**config.mk**
```make
export PLATFORM = sky130hd
export DESIGN_NAME = step_tracker_flat
export DESIGN_NICKNAME = d
export VERILOG_FILES = /design/src/rtl/step_tracker_if.sv /design/src/rtl/step_tracker.sv /design/src/flat_wrapper.sv
export SDC_FILE = /design/constraint.sdc
export NUM_CORES = 1
export LEC_CHECK = 0
export ABC_AREA = 1
export CAP_MARGIN = 0
export CORE_MARGIN = 10
export CORE_UTILIZATION = 30
export CTS_BUF_LIST = sky130_fd_sc_hd__clkbuf_8
export DETAILED_ROUTE_END_ITERATION = 8
export RECOVER_POWER = 50
export SETUP_SLACK_MARGIN = 0.1
export SLEW_MARGIN = 30
export SYNTH_ARGS = -nofsm -noshare
export SYNTH_HDL_FRONTEND = slang
export SYNTH_SLANG_ARGS = --single-unit
```
**constraint.sdc**
```tcl
create_clock -name clock -period 2.82 [get_ports clock]
set_input_delay 0.282 -clock clock [delete_from_list [all_inputs] [get_ports clock]]
set_output_delay 0.282 -clock clock [all_outputs]
set_load 0.005 [all_outputs]
```
**src/rtl/step_tracker_if.sv**
```systemverilog
// Bundle between a 2-bit counter-state producer side and the step tracker.
// The master drives samples and fault clears; the slave reports tracking status.
interface step_tracker_if #(
    parameter int POS_WIDTH = 8
);
    logic                 sample_valid;
    logic [1:0]           state_in;
    logic                 clear_fault;
    logic [POS_WIDTH-1:0] position;
    logic                 dir_up;
    logic                 step_pulse;
    logic                 err_pulse;
    logic                 locked;
    logic                 fault;
    logic [1:0]           tracker_state;

    modport master (
        output sample_valid, state_in, clear_fault,
        input  position, dir_up, step_pulse, err_pulse,
        input  locked, fault, tracker_state
    );

    modport slave (
        input  sample_valid, state_in, clear_fault,
        output position, dir_up, step_pulse, err_pulse,
        output locked, fault, tracker_state
    );
endinterface

```
**src/rtl/step_tracker.sv**
```systemverilog
// Decodes a modulo-4 up/down state stream into a wrapping position count,
// flagging illegal jumps and latching a fault after repeated errors.
module step_tracker #(
    parameter int POS_WIDTH = 8,
    parameter int ERR_LIMIT = 3
) (
    input  logic           clock,
    input  logic           reset,
    step_tracker_if.slave  bus
);
    typedef enum logic [1:0] {
        UNLOCKED = 2'd0,
        TRACKING = 2'd1,
        FAULT    = 2'd2,
        UNUSED   = 2'd3
    } state_t;

    localparam logic [3:0]           P_LIM = 4'(ERR_LIMIT);
    localparam logic [POS_WIDTH-1:0] P_ONE = POS_WIDTH'(1);

    state_t               r_state;
    logic [1:0]           r_last;
    logic [3:0]           r_err_cnt;
    logic [POS_WIDTH-1:0] r_pos;
    logic                 r_dir;
    logic                 r_step;
    logic                 r_err;

    logic [1:0]           w_delta;
    logic [3:0]           w_err_inc;

    // Step size from the previous sample, with 2-bit wrap.
    always_comb begin
        w_delta   = bus.state_in - r_last;
        w_err_inc = (r_err_cnt >= P_LIM) ? P_LIM : r_err_cnt + 4'd1;
    end

    // Tracker FSM with all status outputs held in registers.
    always_ff @(posedge clock) begin
        if (!reset) begin
            r_state   <= UNLOCKED;
            r_last    <= 2'd0;
            r_err_cnt <= 4'd0;
            r_pos     <= '0;
            r_dir     <= 1'b1;
            r_step    <= 1'b0;
            r_err     <= 1'b0;
        end else begin
            r_step <= 1'b0;
            r_err  <= 1'b0;
            unique case (r_state)
                UNLOCKED: begin
                    if (bus.sample_valid) begin
                        r_last  <= bus.state_in;
                        r_state <= TRACKING;
                    end
                end
                TRACKING: begin
                    if (bus.sample_valid) begin
                        r_last <= bus.state_in;
                        unique case (w_delta)
                            2'd0: r_err_cnt <= 4'd0;
                            2'd1: begin
                                r_pos     <= r_pos + P_ONE;
                                r_dir     <= 1'b1;
                                r_step    <= 1'b1;
                                r_err_cnt <= 4'd0;
                            end
                            2'd3: begin
                                r_pos     <= r_pos - P_ONE;
                                r_dir     <= 1'b0;
                                r_step    <= 1'b1;
                                r_err_cnt <= 4'd0;
                            end
                            2'd2: begin
                                r_err     <= 1'b1;
                                r_err_cnt <= w_err_inc;
                                if (w_err_inc == P_LIM)
                                    r_state <= FAULT;
                            end
                        endcase
                    end
                end
                FAULT: begin
                    if (bus.clear_fault) begin
                        r_err_cnt <= 4'd0;
                        r_state   <= UNLOCKED;
                    end
                end
                UNUSED: r_state <= UNLOCKED;
            endcase
        end
    end

    assign bus.position      = r_pos;
    assign bus.dir_up        = r_dir;
    assign bus.step_pulse    = r_step;
    assign bus.err_pulse     = r_err;
    assign bus.locked        = (r_state == TRACKING);
    assign bus.fault         = (r_state == FAULT);
    assign bus.tracker_state = r_state;
endmodule

```
**src/flat_wrapper.sv**
```systemverilog
// flat-port wrapper written by rule: the top's interface ports become plain ports
module step_tracker_flat 
#(
    parameter int POS_WIDTH = 8,
    parameter int ERR_LIMIT = 3
)
  (clock, reset, bus_sample_valid, bus_state_in, bus_clear_fault, bus_position, bus_dir_up, bus_step_pulse, bus_err_pulse, bus_locked, bus_fault, bus_tracker_state);
  step_tracker_if #(.POS_WIDTH(POS_WIDTH)) bus_i ();
  input  logic clock;
  input  logic reset;
  input wire logic [$bits(bus_i.sample_valid)-1:0] bus_sample_valid;
  input wire logic [$bits(bus_i.state_in)-1:0] bus_state_in;
  input wire logic [$bits(bus_i.clear_fault)-1:0] bus_clear_fault;
  output wire logic [$bits(bus_i.position)-1:0] bus_position;
  output wire logic [$bits(bus_i.dir_up)-1:0] bus_dir_up;
  output wire logic [$bits(bus_i.step_pulse)-1:0] bus_step_pulse;
  output wire logic [$bits(bus_i.err_pulse)-1:0] bus_err_pulse;
  output wire logic [$bits(bus_i.locked)-1:0] bus_locked;
  output wire logic [$bits(bus_i.fault)-1:0] bus_fault;
  output wire logic [$bits(bus_i.tracker_state)-1:0] bus_tracker_state;
  assign bus_i.sample_valid = bus_sample_valid;
  assign bus_i.state_in = bus_state_in;
  assign bus_i.clear_fault = bus_clear_fault;
  assign bus_position = bus_i.position;
  assign bus_dir_up = bus_i.dir_up;
  assign bus_step_pulse = bus_i.step_pulse;
  assign bus_err_pulse = bus_i.err_pulse;
  assign bus_locked = bus_i.locked;
  assign bus_fault = bus_i.fault;
  assign bus_tracker_state = bus_i.tracker_state;
  step_tracker #(.POS_WIDTH(POS_WIDTH), .ERR_LIMIT(ERR_LIMIT)) u_core (.clock(clock), .reset(reset), .bus(bus_i));
endmodule
```
==> metrics.md, run 1 <==
| Metric | Value |
|---|---|
| Post-layout util | `39.17%` |
| First-pass GRT wire length | `4871 um` |
| Clock Path Buffers | `2` |
| Largest net degree at the start of global routing | `11` |
| Pwr Total | `0.6562 mW` |
| Fin worst setup slack | `0.6337 ns` |
| Register area | `380.4 um^2` |
| Vias per inst | `4.675` |
| Final GP Congestion | `0.9175` |
| Pwr Density | `457.7 mW/mm^2` |
| CTS resizes | `0` |
| H-tree depth | `1` |
| DRC | `0` |
| # IOs | `21` |
| Leak pwr | `0.6631 nW` |
| Port Buffers | `20` |
| Total track usage | `9.180%` |
| Post-CTS Hold Fix Bufs | `0` |
| Layout fillers | `390` |
| Placed Cells | `239` |
| Reg2Reg Depth | `14` |
| FF+latch count, synth | `19` |
| Clock root buffer | `clkbuf_8` |
| Std-Cell Rows | `22` |
| WHS | `0.4382 ns` |
| WHS Path Cells | `2` |
| DRT Pass-1 Iters | `4` |
| Initial antenna violation count | `0` |
| Die W | `81.34 um` |
| Design area | `0.001434 mm^2` |
| Setup tns final | `0 ns` |
| Worst-case headroom to the max-slew limit | `63.21%` |
| Critical Path AT | `2.35 ns` |
| Pin slew with the least headroom to its limit | `0.5461 ns` |
| Yosys cell types | `25` |
| Initial Utilization | `30.83%` |
| Sequential area share after synthesis | `33.70%` |
| Syn. warnings | `0` |
| Die H | `81.34 um` |
| Layout cells sized above 1 | `6.667%` |
| Worst reg2reg path endpoint | `u_core.bus.position[4]` |
| Crit share post-route | `77.53%` |
| Initial DRC count | `67` |
| Gate Count Post-Synth | `171` |
| Post-Layout Cell Count | `243` |
| Status | `finished clean` |
| Core footprint | `0.003661 mm^2` |
| Clk sinks | `19` |
| Setup crit start kind | `input port` |
| Clk_skew | `0.006479 ns` |
| CP max FO | `7` |
| P&R area growth vs syn | `27.05%` |
| Mapped Area | `0.001129 mm^2` |
| WL/cell | `11.76 um` |
| Ant diodes | `0` |
| Register clock-pin slew on the reported worst setup and hold paths | `0.08 ns` |
| FMAX | `457.4 MHz` |
| Routed vias | `1136` |
| Peak supply drop | `0.0001605 V` |
| Worst Setup Path Type | `input port to flip-flop` |
| Clock Latency Late Sink | `0.26 ns` |
| CTS tree | `yes` |
| Post-layout minimum cycle time | `2.186 ns` |
| Max Cap Viol | `0` |
| Setup violators final | `0` |
| CTS Buf Count | `3` |
| DP Wirelength | `2165 um` |
| Dpl ws | `0.3671 ns` |
| Total nets after synthesis | `180` |
| Multi-input logic area | `620.6 um^2` |
| WL final | `2858 um` |
| ANT nets after route | `0` |
| Reg2reg start | `u_core.r_last[0]` |
| Final hold vios | `0` |
| R2r setup slk | `0.86 ns` |
| Worst setup path endpoint | `u_core.bus.position[4]` |
| DP Area | `0.001393 mm^2` |
| Die ar. | `0.006615 mm^2` |
| Grt total ovfl | `0` |
| Mean Syn Cell Area | `6.600 um^2` |
| Unrepaired setup endpoints after global routing | `false` |
| # Post-CTS Setup Buffers | `0` |
| Slew Limit Fails | `0` |
| Hold WC Path Type | `flip-flop to flip-flop` |
| Crit end category | `flip-flop` |
| Nets | `205` |
| Critical Path RT | `2.99 ns` |
| Vias in the first global route | `1120` |
| CP startpoint | `bus_state_in[0]` |
final cells by class:
type / instances / share of cell area [%]
well taps: 48 / 4.188
flip-flops and latches: 19 / 26.53
multi-input cells: 118 / 43.28
inverters: 33 / 8.639
repair buffers: 21 / 14.22
clock inverters: 1 / 0.2618
clock buffers: 3 / 2.880
cells by family after synthesis:
kind of cell	after synthesis	share of synthesized area [%]
compound gates	36	17.74
buf+inv	34	11.31
simple gates	77	32.37
xor+xnor	2	1.552
flops	19	33.70
fa+ha+maj	3	3.326
per-layer routing:
metal	vias up	GRT usage, %	share of wire (%)
met2	21	15.32	46
met1	501	10.59	47
met3	4	1.987	4.7
li1	610	-	-
met4	0	5.190	2.0
met5	-	0	0
worst max-delay path, stage by stage:
cell and delay, ns:
clkdlybuf4s50_1 0.45, inv_1 0.05, ha_1 0.33, inv_1 0.21, nand4_1 0.19, nand2_1 0.12
inv_1 0.05, ha_1 0.16, inv_1 0.05, nand2_1 0.09, nand2_1 0.10, nand2_1 0.05
nand2_1 0.06, nand3_1 0.06, nand2_1 0.08, inv_1 0.03
cells in the mapped netlist:
| cell type | number | area [um^2] |
|---|---|---|
| nand2_1 | 36 | 135.1 |
| inv_1 | 30 | 112.6 |
| dfxtp_1 | 19 | 380.4 |
| a21oi_1 | 16 | 80.08 |
| o21ai_0 | 14 | 70.07 |
| nor2_1 | 13 | 48.80 |
| nand3_1 | 11 | 55.05 |
| nand4_1 | 7 | 43.79 |
| ha_1 | 3 | 37.54 |
| nand2_2 | 3 | 18.77 |
| o41ai_1 | 3 | 26.28 |
| inv_2 | 2 | 7.510 |
| xnor2_1 | 2 | 17.52 |
| a31oi_1 | 1 | 6.260 |
| clkbuf_1 | 1 | 3.750 |
| clkinv_1 | 1 | 3.750 |
| nand2_4 | 1 | 11.26 |
| nand3_2 | 1 | 10.01 |
| nand3_4 | 1 | 17.52 |
| nand3b_1 | 1 | 7.510 |
| nor2_2 | 1 | 6.260 |
| nor3_1 | 1 | 5.000 |
| o21ai_2 | 1 | 8.760 |
| o32ai_1 | 1 | 8.760 |
| or2_1 | 1 | 6.260 |
layout by cell type, fill, tap and decap left out, types with 2 or more instances in the layout:
cell type	count
a21oi_1	16
ha_1	3
nand2_2	3
o41ai_1	3
nand4_1	7
o21ai_0	14
clkbuf_8	3
inv_1	31
inv_2	2
nand2_1	36
dlygate4sd3_1	12
xnor2_1	2
nor2_1	13
dfxtp_1	19
nand3_1	11
clkdlybuf4s50_1	8
power by group:
group / switching [mW] / internal (mW)
Clock: 0.0935 / 0.0969
Combinational: 0.102 / 0.0675
Sequential: 0.0141 / 0.282
Total: 0.210 / 0.446
sequential cells by signal (all words and copies together) (netlist names):
register and flops:
u_core.bus.tracker_state 2, u_core.r_last 2, u_core.bus.err_pulse 1, u_core.bus.dir_up 1, u_core.bus.step_pulse 1, u_core.bus.position 8, u_core.r_err_cnt 4
worst min-delay path by stage:
stage / start / endpoint
after floorplan: bus_clear_fault / u_core.bus.tracker_state[1]
after global placement: u_core.r_err_cnt[3] / u_core.r_err_cnt[3]
after detailed placement: u_core.r_err_cnt[2] / u_core.r_err_cnt[2]
after CTS: u_core.r_err_cnt[2] / u_core.r_err_cnt[2]
after global routing: u_core.r_err_cnt[3] / u_core.r_err_cnt[3]
final: u_core.r_err_cnt[2] / u_core.r_err_cnt[2]
No activity file was read; power rests on OpenSTA's default activity.
==> run 2: changes to the inputs <==
clock period = 1.86 ns   (was 2.82 ns; I/O delays follow)
==> run 2 against run 1 <==
Compared with the run above: critical path type is now flip-flop to flip-flop; utilization is 6.3 points higher; combinational power increased by 120%; die area unchanged; clock power up 55%; non-clock buffer count rose by 20; critical path depth decreased by 4; routed wire length rose by 14%; cell area rose by 16%; flip-flop and latch count unchanged; clock-buffer cell count did not move; critical endpoint is now u_core.bus.position[2].
==> metrics.md, run 2 (same netlist as run 1, synthesis figures left out) <==
| Metric | Value |
|---|---|
| Status | `finished clean` |
| WHS Path Cells | `3 (+1)` |
| Initial Utilization | `30.83% (unchanged)` |
| Std-Cell Rows | `22 (unchanged)` |
| Worst reg2reg path endpoint | `u_core.bus.position[2]` |
| Clk sinks | `19 (unchanged)` |
| Setup crit start kind | `flip-flop` |
| Vias in the first global route | `1134 (+1.3%)` |
| Die W | `81.34 um (unchanged)` |
| Initial antenna violation count | `0 (unchanged)` |
| Worst-case headroom to the max-slew limit | `66.20% (+3.0 points)` |
| Dpl ws | `-0.2723 ns (-0.6394 ns)` |
| CP max FO | `5 (-2)` |
| Max reg flops | `8 (unchanged)` |
| Critical Path AT | `1.84 ns (-0.51 ns)` |
| Final GP Congestion | `0.8843 (-3.6%)` |
| Most common cell after layout, fill and taps aside | `nand2_1` |
| DP Wirelength | `2327 um (+7.5%)` |
| Port Buffers | `20 (unchanged)` |
| Leak pwr | `0.7660 nW (+16%)` |
| Post-layout minimum cycle time | `1.680 ns` |
| ANT nets after route | `0 (unchanged)` |
| Worst Hold Path EP | `u_core.r_last[1]` |
| Grt total ovfl | `0 (unchanged)` |
| Setup violators final | `0 (unchanged)` |
| Final hold vios | `0 (unchanged)` |
| Layout cells sized above 1 | `25.58% (+19 points)` |
| CTS tree | `yes` |
| Post-layout util | `45.42% (+6.3 points)` |
| Nets | `225 (+9.8%)` |
| Pwr Density | `670.3 mW/mm^2 (+46%)` |
| DRC | `0 (unchanged)` |
| Reg2reg start | `u_core.r_last[0]` |
| Fin worst setup slack | `0.1796 ns (-0.4541 ns)` |
| Pin slew with the least headroom to its limit | `0.5004 ns (-0.04567 ns)` |
| First-pass GRT wire length | `5147 um (+5.7%)` |
| FMAX | `595.1 MHz` |
| # IOs | `21 (unchanged)` |
| Unrepaired setup endpoints after global routing | `true` |
| P&R area growth vs syn | `47.34%` |
| Crit end category | `flip-flop` |
| Clock Path Buffers | `2 (unchanged)` |
| WL/cell | `12.39 um (+5.4%)` |
| Register clock-pin slew on the reported worst setup and hold paths | `0.07 ns (about the same)` |
| Pwr Total | `1.115 mW (+70%)` |
| Routed vias | `1264 (+11%)` |
| Crit share post-route | `90.35%` |
| Commonest cells after routing, fill and taps aside | `nand2_1 (26), inv_1 (25), buf_4 (18), dfxtp_1 (17), a21oi_1 (15)` |
| Largest net degree at the start of global routing | `11 (unchanged)` |
| Clk_skew | `0.001917 ns (-0.004562 ns)` |
| Hold_sp | `bus_state_in[1]` |
| Clock Latency Late Sink | `0.26 ns (about the same)` |
| Vias per inst | `4.806 (+2.8%)` |
| Peak supply drop | `0.0002090 V (+30%)` |
| Reg2Reg Depth | `12 (-2)` |
| CTS Buf Count | `3 (unchanged)` |
| Ant diodes | `0 (unchanged)` |
| R2r setup slk | `0.18 ns (-0.68 ns)` |
| H-tree depth | `1 (unchanged)` |
| Die ar. | `0.006615 mm^2 (unchanged)` |
| Initial DRC count | `117 (+75%)` |
| Max Cap Viol | `0 (unchanged)` |
| Clock root buffer | `clkbuf_8` |
| WL final | `3259 um (+14%)` |
| Core footprint | `0.003661 mm^2 (unchanged)` |
| DRT Pass-1 Iters | `4 (unchanged)` |
| Post-CTS Hold Fix Bufs | `0 (unchanged)` |
| Hold WC Path Type | `input port to flip-flop` |
| Critical Path RT | `2.02 ns (-0.97 ns)` |
| Total track usage | `9.877% (+0.70 points)` |
| Die H | `81.34 um (unchanged)` |
| WHS | `0.2743 ns (-0.1639 ns)` |
| CP startpoint | `u_core.r_last[0]` |
| Slew Limit Fails | `0 (unchanged)` |
| Worst Setup Path Type | `flip-flop to flip-flop` |
run 2: repair_timing:
action                     4_1_cts  5_1_grt
setup endpoints to repair        5        9
gates resized for setup          9       21
buffers inserted                 1        4
pin swaps                        6       11
run 2: through the flow:
stage                     TNS, ns  cell area (um^2)  cells
final                           0              1663    263
after global routing            0              1663    263
after global placement     -1.494              1505    254
after floorplan                 0              1129    171
after CTS                       0              1587    259
after detailed placement   -1.674              1505    254
run 2: worst max path at each step:
stage	endpoint	slack (ns)
global placement	u_core.bus.position[4]	-0.26
floorplan	u_core.bus.position[4]	0.14
CTS	u_core.bus.position[4]	0.10
detailed placement	u_core.bus.position[4]	-0.27
global route	u_core.bus.position[4]	0.08
finish	u_core.bus.position[2]	0.18
run 2: power by group:
| part | switching, mW | internal [mW] |
|---|---|---|
| Clock | 0.147 | 0.147 |
| Combinational | 0.194 | 0.176 |
| Sequential | 0.0216 | 0.428 |
| Total | 0.363 | 0.752 |
run 2: area by class of cell:
class | count | area (um^2)
Fill cell | 386 | 1998
Multi-Input combinational cell | 118 | 681.9
Sequential cell | 19 | 382.9
Timing Repair Buffer | 41 | 366.6
Inverter | 33 | 126.4
Tap cell | 48 | 60.06
Clock buffer | 3 | 41.29
Clock inverter | 1 | 3.754
run 2: critical path: stages (launching register included):
cell and delay (ns):
dfxtp_2 0.33, ha_4 0.27, inv_4 0.04, nand3_4 0.12, nand2_4 0.06, nand2_2 0.07, inv_1 0.05, ha_2 0.16
inv_2 0.05, nand2_2 0.08, xnor2_1 0.13, o21ai_0 0.15, inv_1 0.05
run 2: per-layer routing:
layer | track usage (%) | vias up | part of all wire (%)
met5 | 0 | - | 0
met4 | 6.055 | 0 | 2.2
met3 | 1.766 | 5 | 5.2
met2 | 16.03 | 33 | 46
met1 | 11.80 | 578 | 46
li1 | - | 648 | -
==> run 3: changes to the inputs <==
CTS_CLUSTER_DIAMETER = 40   (was default)
CTS_CLUSTER_SIZE = 14   (was default)
SKIP_CTS_REPAIR_TIMING = 1   (was default)
==> run 3 against run 2 <==
Compared with the run above: first-iteration DRC count decreased by 21%; via count decreased by 1.5%; final cell count decreased by 0.76%; largest cell class unchanged; largest power group unchanged.
==> metrics.md, run 3 (same netlist as run 1, synthesis figures left out) <==
| Metric | Value |
|---|---|
| Hold WC Path Type | `input port to flip-flop` |
| Largest net degree at the start of global routing | `11 (unchanged)` |
| Most common cell after layout, fill and taps aside | `nand2_1` |
| Unrepaired setup endpoints after global routing | `true` |
| CTS tree | `yes` |
| Routed vias | `1245 (-1.5%)` |
| WHS | `0.3046 ns (+0.03029 ns)` |
| Vias per inst | `4.770 (-0.75%)` |
| Pin slew with the least headroom to its limit | `0.5871 ns (+0.08666 ns)` |
| Setup tns final | `0 ns (unchanged)` |
| ANT nets after route | `0 (unchanged)` |
| Die W | `81.34 um (unchanged)` |
| FMAX | `582.4 MHz (-2.1%)` |
| Nets | `223 (-0.89%)` |
| Ant diodes | `0 (unchanged)` |
| DRC | `0 (unchanged)` |
| Worst Setup Path Type | `flip-flop to flip-flop` |
| Post-Layout Cell Count | `261 (-0.76%)` |
| Std-Cell Rows | `22 (unchanged)` |
| Slew Limit Fails | `0 (unchanged)` |
| Peak supply drop | `0.0002092 V (+0.10%)` |
| P&R area growth vs syn | `49.67%` |
| Initial DRC count | `93 (-21%)` |
| Pwr Density | `660.6 mW/mm^2 (-1.4%)` |
| Pwr Total | `1.116 mW (+0.11%)` |
| Leak pwr | `0.7729 nW (+0.91%)` |
| Post-layout minimum cycle time | `1.717 ns (+0.03663 ns)` |
| DRT Pass-1 Iters | `6 (+2)` |
| Final GP Congestion | `0.8843 (unchanged)` |
| Design area | `0.001689 mm^2 (+1.6%)` |
| H-tree depth | `1 (unchanged)` |
| Core footprint | `0.003661 mm^2 (unchanged)` |
| Dpl ws | `-0.2723 ns (unchanged)` |
| Initial Utilization | `30.83% (unchanged)` |
| Clock Path Buffers | `2 (unchanged)` |
| Register clock-pin slew on the reported worst setup and hold paths | `0.07 ns (about the same)` |
| Clk_skew | `0.003802 ns (+0.001885 ns)` |
| Die ar. | `0.006615 mm^2 (unchanged)` |
| Post-layout util | `46.14% (+0.72 points)` |
| DP Area | `0.001505 mm^2 (unchanged)` |
| Placed Cells | `254 (unchanged)` |
| Status | `finished clean` |
| WL/cell | `12.38 um (-0.13%)` |
| First-pass GRT wire length | `5009 um (-2.7%)` |
| Clk sinks | `19 (unchanged)` |
| CP max FO | `3 (-2)` |
| WL final | `3230 um (-0.89%)` |
| Max Cap Viol | `0 (unchanged)` |
| Setup violators final | `0 (unchanged)` |
| DP Wirelength | `2327 um (unchanged)` |
| Commonest cells after routing, fill and taps aside | `nand2_1 (25), inv_1 (23), buf_4 (17), dfxtp_1 (17), a21oi_1 (15)` |
| Critical Path AT | `1.87 ns (+0.03 ns)` |
| Max reg flops | `8 (unchanged)` |
| Setup crit start kind | `flip-flop` |
| Initial antenna violation count | `0 (unchanged)` |
| Vias in the first global route | `1097 (-3.3%)` |
| R2r setup slk | `0.14 ns (-0.04 ns)` |
| Worst-case headroom to the max-slew limit | `60.35% (-5.9 points)` |
| Die H | `81.34 um (unchanged)` |
| Fin worst setup slack | `0.1429 ns (-0.03663 ns)` |
| Layout cells sized above 1 | `27.23% (+1.6 points)` |
| Port Buffers | `20 (unchanged)` |
| Final hold vios | `0 (unchanged)` |
| Critical Path RT | `2.02 ns (about the same)` |
| Total track usage | `9.630% (-0.25 points)` |
| # IOs | `21 (unchanged)` |
| CTS Buf Count | `3 (unchanged)` |
| Crit end category | `flip-flop` |
| Clock root buffer | `clkbuf_8` |
| Clock Latency Late Sink | `0.26 ns (about the same)` |
| Grt total ovfl | `0 (unchanged)` |
| Crit share post-route | `92.32% (+2.0 points)` |
-- run 3: report_power, final --
part / leakage (nW) / switching [mW] / internal (mW) / total, mW
Sequential: 0.156 / 0.0227 / 0.428 / 0.451
Combinational: 0.591 / 0.200 / 0.175 / 0.375
Clock: 0.0269 / 0.143 / 0.147 / 0.290
Total: 0.773 / 0.366 / 0.750 / 1.12
-- run 3: cell type report --
class | count | area (um^2)
Fill cell | 368 | 1972
Multi-Input combinational cell | 118 | 726.9
Sequential cell | 19 | 382.9
Timing Repair Buffer | 39 | 347.8
Inverter | 33 | 126.4
Tap cell | 48 | 60.06
Clock buffer | 3 | 41.29
Clock inverter | 1 | 3.754
-- run 3: metal layers --
| metal | routed length, um | track usage (%) |
|---|---|---|
| met5 | 0 | 0 |
| met4 | 82 | 6.055 |
| met3 | 165 | 1.766 |
| met2 | 1481 | 15.32 |
| met1 | 1500 | 11.67 |
-- run 3: worst max-delay path, cell delays in order (launching register included) --
cell and delay (ns):
dfxtp_2 0.34, inv_2 0.05, nand2_4 0.08, nand2_4 0.06, nand2_4 0.09, nand4_1 0.20, nand2_4 0.12, inv_2 0.03
ha_1 0.17, inv_1 0.07, nand2_2 0.08, xnor2_1 0.13, o21ai_0 0.14, inv_1 0.05
-- run 3: final timing paths --
check	from	endpoint	cells past startpoint
min reg2reg	u_core.r_err_cnt[3]	u_core.r_err_cnt[3]	2
min	bus_state_in[0]	u_core.r_last[0]	4
max reg2reg	u_core.r_last[1]	u_core.bus.position[2]	13
max	u_core.r_last[1]	u_core.bus.position[2]	13
